--- config.mk ---
export PLATFORM = sky130hd
export DESIGN_NAME = uart_cmd_responder
export DESIGN_NICKNAME = d
export VERILOG_FILES = /design/src/rtl/uart_cmd_responder.sv
export SDC_FILE = /design/constraint.sdc
export NUM_CORES = 1
export LEC_CHECK = 0
export BUFFER_PORTS_ARGS = -buffer_cell sky130_fd_sc_hd__buf_2
export CAP_MARGIN = 20
export CELL_PAD_IN_SITES_DETAIL_PLACEMENT = 1
export CELL_PAD_IN_SITES_GLOBAL_PLACEMENT = 2
export CORE_AREA = 4 4 126 128
export DETAILED_ROUTE_END_ITERATION = 8
export DIE_AREA = 0 0 130 132
export HOLD_SLACK_MARGIN = 0.08
export PLACE_DENSITY = 0.89
export SYNTH_ARGS = -nofsm -noshare
export SYNTH_HDL_FRONTEND = slang
export SYNTH_SLANG_ARGS = --single-unit
--- constraint.sdc ---
create_clock -name clk -period 3.1 [get_ports clk]
set_input_delay 0.62 -clock clk [delete_from_list [all_inputs] [get_ports clk]]
set_output_delay 0.62 -clock clk [all_outputs]
set_load 0.02 [all_outputs]
--- src/rtl/uart_cmd_responder.sv ---
`default_nettype none
// ============================================================================
// Module   : uart_cmd_responder
// Purpose  : Byte-level command responder behind a UART. Receives 5-byte
//            request frames (A5 CMD ADDR DATA CHK), executes write/read on a
//            4 x 8-bit register file, and replies with a 4-byte frame
//            (5A STATUS RDATA CHK2) through a start/busy transmitter handshake.
// Revision : 1.0 - initial release
// ============================================================================
module uart_cmd_responder #(
  parameter int TIMEOUT_CYCLES = 6600000
) (
  input  logic        clk,
  input  logic        rst,
  input  logic [7:0]  rx_data,
  input  logic        rx_done,
  input  logic        tx_busy,
  output logic        tx_start,
  output logic [7:0]  tx_data,
  output logic [3:0]  led,
  output logic [31:0] reg_out,
  output logic        err_pulse
);

  localparam int CNT_W = (TIMEOUT_CYCLES > 2) ? $clog2(TIMEOUT_CYCLES) : 1;
  localparam logic [CNT_W-1:0] CNT_LAST = CNT_W'(TIMEOUT_CYCLES - 1);

  typedef enum logic [3:0] {
    ST_IDLE     = 4'd0,
    ST_GET_CMD  = 4'd1,
    ST_GET_ADDR = 4'd2,
    ST_GET_DATA = 4'd3,
    ST_GET_CHK  = 4'd4,
    ST_EXEC     = 4'd5,
    ST_SEND     = 4'd6,
    ST_WAIT_HI  = 4'd7,
    ST_WAIT_LO  = 4'd8
  } state_t;

  state_t           state;
  logic [1:0]       rx_sync;
  logic [1:0]       tx_sync;
  logic             rx_prev;
  logic             byte_evt;
  logic             busy_s;
  logic [CNT_W-1:0] tmo_cnt;
  logic             in_get;
  logic             timeout;
  logic [7:0]       f_cmd;
  logic [7:0]       f_addr;
  logic [7:0]       f_data;
  logic [7:0]       f_chk;
  logic [7:0]       status;
  logic [7:0]       status_r;
  logic [7:0]       rdata_r;
  logic [7:0]       resp_byte;
  logic [1:0]       idx;
  logic [7:0]       regs [4];

  assign busy_s  = tx_sync[1];
  assign in_get  = (state == ST_GET_CMD) || (state == ST_GET_ADDR) ||
                   (state == ST_GET_DATA) || (state == ST_GET_CHK);
  // The counter parks on its last value for exactly one cycle; that cycle is
  // the timeout and it overrides any byte event arriving at the same time.
  assign timeout = in_get && (tmo_cnt == CNT_LAST);
  assign led     = regs[0][3:0];
  assign reg_out = {regs[3], regs[2], regs[1], regs[0]};

  // Cross rx_done/tx_busy into clk and turn the rx_done rise into a byte event
  // one cycle later, so rx_data has settled when it is captured.
  always_ff @(posedge clk) begin
    if (rst) begin
      rx_sync  <= 2'b00;
      tx_sync  <= 2'b00;
      rx_prev  <= 1'b0;
      byte_evt <= 1'b0;
    end else begin
      rx_sync  <= {rx_sync[0], rx_done};
      tx_sync  <= {tx_sync[0], tx_busy};
      rx_prev  <= rx_sync[1];
      byte_evt <= rx_sync[1] & ~rx_prev;
    end
  end

  // Inter-byte timer: runs only while collecting a frame, restarts on each byte.
  always_ff @(posedge clk) begin
    if (rst || !in_get || byte_evt || timeout) begin
      tmo_cnt <= '0;
    end else begin
      tmo_cnt <= tmo_cnt + 1'b1;
    end
  end

  // Frame status, in priority order: checksum, command, address.
  always_comb begin
    status = 8'h00;
    if (f_chk != (f_cmd ^ f_addr ^ f_data)) begin
      status = 8'h01;
    end else if ((f_cmd != 8'h01) && (f_cmd != 8'h02)) begin
      status = 8'h02;
    end else if (f_addr > 8'h03) begin
      status = 8'h03;
    end
  end

  // Select the response byte for the current transmit index.
  always_comb begin
    case (idx)
      2'd0:    resp_byte = 8'h5A;
      2'd1:    resp_byte = status_r;
      2'd2:    resp_byte = rdata_r;
      default: resp_byte = status_r ^ rdata_r;
    endcase
  end

  // Protocol FSM: frame capture, execute, and per-byte transmit handshake.
  always_ff @(posedge clk) begin
    if (rst) begin
      state     <= ST_IDLE;
      tx_start  <= 1'b0;
      tx_data   <= 8'h00;
      err_pulse <= 1'b0;
      idx       <= 2'd0;
      status_r  <= 8'h00;
      rdata_r   <= 8'h00;
      f_cmd     <= 8'h00;
      f_addr    <= 8'h00;
      f_data    <= 8'h00;
      f_chk     <= 8'h00;
      for (int i = 0; i < 4; i++) begin
        regs[i] <= 8'h00;
      end
    end else begin
      err_pulse <= 1'b0;
      if (timeout) begin
        state     <= ST_IDLE;
        err_pulse <= 1'b1;
      end else begin
        case (state)
          ST_IDLE: begin
            if (byte_evt && (rx_data == 8'hA5)) begin
              state <= ST_GET_CMD;
            end
          end
          ST_GET_CMD: begin
            if (byte_evt) begin
              f_cmd <= rx_data;
              state <= ST_GET_ADDR;
            end
          end
          ST_GET_ADDR: begin
            if (byte_evt) begin
              f_addr <= rx_data;
              state  <= ST_GET_DATA;
            end
          end
          ST_GET_DATA: begin
            if (byte_evt) begin
              f_data <= rx_data;
              state  <= ST_GET_CHK;
            end
          end
          ST_GET_CHK: begin
            if (byte_evt) begin
              f_chk <= rx_data;
              state <= ST_EXEC;
            end
          end
          ST_EXEC: begin
            status_r <= status;
            idx      <= 2'd0;
            state    <= ST_SEND;
            if (status == 8'h00) begin
              if (f_cmd == 8'h01) begin
                regs[f_addr[1:0]] <= f_data;
                rdata_r           <= f_data;
              end else begin
                rdata_r <= regs[f_addr[1:0]];
              end
            end else begin
              rdata_r   <= 8'h00;
              err_pulse <= 1'b1;
            end
          end
          ST_SEND: begin
            tx_data  <= resp_byte;
            tx_start <= 1'b1;
            state    <= ST_WAIT_HI;
          end
          ST_WAIT_HI: begin
            if (busy_s) begin
              tx_start <= 1'b0;
              state    <= ST_WAIT_LO;
            end
          end
          ST_WAIT_LO: begin
            if (!busy_s) begin
              if (idx == 2'd3) begin
                state <= ST_IDLE;
              end else begin
                idx   <= idx + 2'd1;
                state <= ST_SEND;
              end
            end
          end
          default: state <= ST_IDLE;
        endcase
      end
    end
  end

endmodule
`default_nettype wire

[Word level (Yosys, flattened, before mapping)]
Memory sizes are Yosys's and may differ from the RTL's. A register that Yosys moved wholly into a read port is not among the register bits.
Cells that the tools add are included.
Cells by class
  magnitude comparators: 1
  reductions and logical operators: 26
  bitwise operators: 6
  add/subtract/negate cells: 2
  multiplexer cells: 36
  equal/unequal tests: 25
Operators by type and width (number)
  one-hot mux 4 bit (9 select lines): 1
  2-to-1 mux 4 bit: 7
  2-to-1 mux 8 bit: 3
  one-hot mux 8 bit (3 select lines): 1
  bitwise XOR 8 bit: 3
  adder 23 x 1 -> 23 bit (second input constant): 1
  == test 23 bit (second input constant): 1
  == test 4 x 3 -> 1 bit (second input constant): 4
  2-to-1 mux 2 bit: 8
  != test 2 bit (second input constant): 8
  AND reduction 3 bit: 5
  2-to-1 mux 1 bit: 13
  == test 4 x 2 -> 1 bit (second input constant): 2
  == test 8 x 1 -> 1 bit (second input constant): 1
  == test 8 bit (second input constant): 1
  > comparator 8 x 2 -> 1 bit (second input constant): 1
  logical NOT 8 bit: 1
  != test 8 x 1 -> 1 bit (second input constant): 1
  != test 8 x 2 -> 1 bit (second input constant): 1
  != test 8 bit: 1
  OR reduction 8 bit: 1
  AND reduction 7 bit: 1
  logical OR 1 bit: 6
  == test 2 bit (second input constant): 2
  other kinds (17): 22
Storage, ports and cells
  bits of input ports: 12
  memory bits (writable): 32
  memories kept: 1
  bits in registers: 93
  output and inout bits: 46
  word-level logic and storage cells: 113
Memory list
  regs: words 4, bits a word 8, rd ports 5, clocked after memory_dff 1, write ports 4, RTL line 58  | logic [7:0] regs [4];

[Logic depth before layout (Yosys ltp)]
  depth after elaboration: 12
  gate-level depth with buffers: 8
  depth with buffers taken out: 6

[Worst setup path after synthesis]
No wires, ideal clock.
  kind: register to register
  start point: register f_cmd[2]
  end point: memory regs[3][0] (enable)
  library setup time: 0.375 ns
  buffers on the path: 1
  stages on the path, launching flop included: 7
  setup slack: 0.731 ns
  required time: 2.725 ns
  arrival time: 1.994 ns
  cell sequence: dfxtp_1 nor4_1 nand4b_1 buf_1 nor2_1 nand3_1 o21bai_1
RTL lines
  from (decl): RTL line 49  | logic [7:0] f_cmd;
  from (signal assigned): RTL line 147  | f_cmd <= rx_data;
  to (decl): RTL line 58

==> run metrics <==
outcome=finished clean; postcts setup bufs=0; Tcrit/Tclk final=0.842; ANT cells=0; DIE AREA=17200 µm²; worst-skew pair later-pin latency=0.42 ns; max cap viols=0; Tightest Hold Check Type=register to register; total track usage=0.177; post-synth top area share=0.321; Core Rows=45; vias in the first global route=4397; Pwr Density=610 nW/µm²; Synth Cell Area=5550 µm²; switching pwr=1040 µW; pins over their slew limit=0; DRT iter0 DRCs=191; 1st-pass router iterations=6; EDFF count, synth=32; Setup crit start=state[2]; Syn Nets=565; Critical-path top delay cell=dfxtp_1; WS Path Type=register to register; H-tree levels=4; most frequent cells in the layout=nor2_1 (111), dfxtp_1 (89), buf_2 (57), mux2i_1 (46), edfxtp_1 (32); most frequent CP cell=nand3_1; static leakage=0.00240 µW; root buf cell=clkbuf_16; synthesis-stage register bit count=121; CTS tree=done; Layout area overhead=18.6%; Worst-path clk slew=0.06 ns; slew margin rel.=0.394; DIE WIDTH=130 µm; Layout Nets=622; TritonCTS Buffers=17; Worst Setup End Kind=register; Synth area leader=dfxtp_1; setup TNS=0 ns; clock sink total=121; die extent in y=132 µm; unrepaired setup endpoints after global routing=no; Starting Density=0.373; Avg WL per Cell=17.9 µm; final hold violations=0; post-synthesis async set-or-reset flop share=0; Internal Power=2980 µW; CP endpoint=regs[3][6]; Register-to-Register Path Depth=6; CTS resizes=0; utilization after layout=0.443; Synth Warn #=0; Seq/Total Area, Yosys=0.494; DRT antenna net count=0; IO Pins=58; final WL=14400 µm; Slew @ Worst Pin=0.900 ns; CP max stage delay=0.64 ns; IO Port Bufs=57; Clock power frac=0.476; Mapped Cells=547; clock skew=0.0100 ns; crit path time final=2.61 ns; Max VDD drop=331 µV; Critical Path RT=3.23 ns; GPL Wtd Cong=0.848; worst path cell trace=nor4bb_1 -> nand3_1 -> nor2_1 -> nand3_1 -> o21bai_1 -> buf_4; Core Footprint=14900 µm²; gr ovfl total=0; global-route wire length before repair=23500 µm; post-DP HPWL=10700 µm; Post-CTS Hold Buffers=0; Comb pwr share=0.089; Synth area leaders=dfxtp_1 (32%), edfxtp_1 (17%), mux2i_1 (8.3%), nor2_1 (7.5%), xnor2_1 (4.9%); r2r setup slk=0.49 ns; Vias/cell=5.25; syn avg cell area=10.1 µm²; dominant synthesized flop cell=dfxtp_1; switching share of total power=0.258; Worst setup SP type=register; final setup fails=0; worst-path fanout max=15; initial antenna violation count=0; largest net degree at the start of global routing=33; share of cells above drive strength 1=0.191; DRC violation count after routing=0; Clock Path Buffers=2; r2r startpoint=state[2]; sequential share of power=0.435; most common cell after layout, fill and taps aside=nor2_1; Vias=4224; Distinct cells, synth=53; WP data arrival=2.74 ns; FMAX=383 MHz; Worst R2R End=regs[3][6]
cell usage after synthesis (3+ instances only):
cell / n
a211oi_1: 6
o21ai_0: 3
a21oi_2: 4
nor2_1: 111
nor2b_1: 9
nand2b_1: 11
and3_1: 4
mux2i_1: 46
inv_1: 9
edfxtp_1: 32
buf_2: 4
and4_1: 3
xnor2_1: 31
nand3_1: 20
ha_1: 6
nor4_1: 4
clkbuf_1: 17
nand4_1: 13
a21oi_1: 10
nor3_1: 13
nand2_1: 28
buf_4: 5
o31ai_1: 8
dfxtp_1: 89
mux4_2: 8
xor2_1: 16
worst min-delay path by stage:
stage,from,to,cells after the start
3_5_place_dp,rx_prev,byte_evt,1
4_1_cts,rx_prev,byte_evt,1
5_1_grt,rx_prev,byte_evt,1
3_3_place_gp,rx_prev,byte_evt,1
2_1_floorplan,rx_prev,byte_evt,1
6_report,rx_prev,byte_evt,1
area by class of cell:
type                    count  area, µm²
clock buffers              20        468
well taps                 188        235
clock inverters            12        116
repair buffers             67        360
fillers                  1693       8280
flip-flops and latches    121       2740
multi-input cells         387       2620
inverters                  10       37.5
metal layers:
layer | vias up | GRT usage | routed length (µm)
met5 | - | 0 | 0
met4 | 0 | 0.0618 | 272
met3 | 17 | 0.0421 | 465
met2 | 65 | 0.291 | 7220
met1 | 2106 | 0.228 | 6420
li1 | 2036 | - | -
worst max-delay path, delay by kind of cell, from the launching register on:
family / cells / cell delay (ns)
flops: 1 / 0.64
compound gates: 1 / 0.25
buf+inv: 1 / 0.20
simple gates: 4 / 1.22
sequential cells by signal, indices dropped and copies added, names as in the netlist, named ones only:
register   cells
byte_evt       1
err_pulse      1
f_addr         8
f_chk          8
f_cmd          8
f_data         8
idx            2
rdata_r        8
regs          32
rx_prev        1
rx_sync        2
state          4
status_r       2
tmo_cnt       23
tx_data        8
tx_start       1
tx_sync        2
logic make-up (layout without fill, tap and decap cells):
kind of cell / Yosys count / count (layout) / synth area share
AO/OA/AOI/OAI: 43 / 43 / 0.0550
flip-flops: 121 / 121 / 0.494
XOR/XNOR: 47 / 47 / 0.0742
AND/OR/NAND/NOR: 235 / 235 / 0.210
buffers and inverters: 39 / 109 / 0.0334
adder cells (fa/ha/maj): 6 / 6 / 0.0135
multiplexers: 56 / 56 / 0.120
stage by stage:
step	cells	power (µW)	setup slack, ns	instance area, µm²	hold slack [ns]
6_report	805	4010	0.491	6580	0.391
3_5_place_dp	773	2130	0.524	6000	0.389
2_1_floorplan	547	2060	0.731	5550	0.367
5_1_grt	805	4190	0.313	6580	0.406
4_1_cts	805	4060	0.495	6580	0.399
3_3_place_gp	773	2110	0.664	6000	0.381
power groups by stage:
stage,Combinational [µW],Sequential (µW),Clock (µW)
5_1_grt,396,1750,2040
2_1_floorplan,327,1730,0
3_5_place_dp,355,1780,0
3_3_place_gp,345,1770,0
4_1_cts,360,1740,1960
6_report,356,1750,1910
No activity file was read; power rests on OpenSTA's default activity.
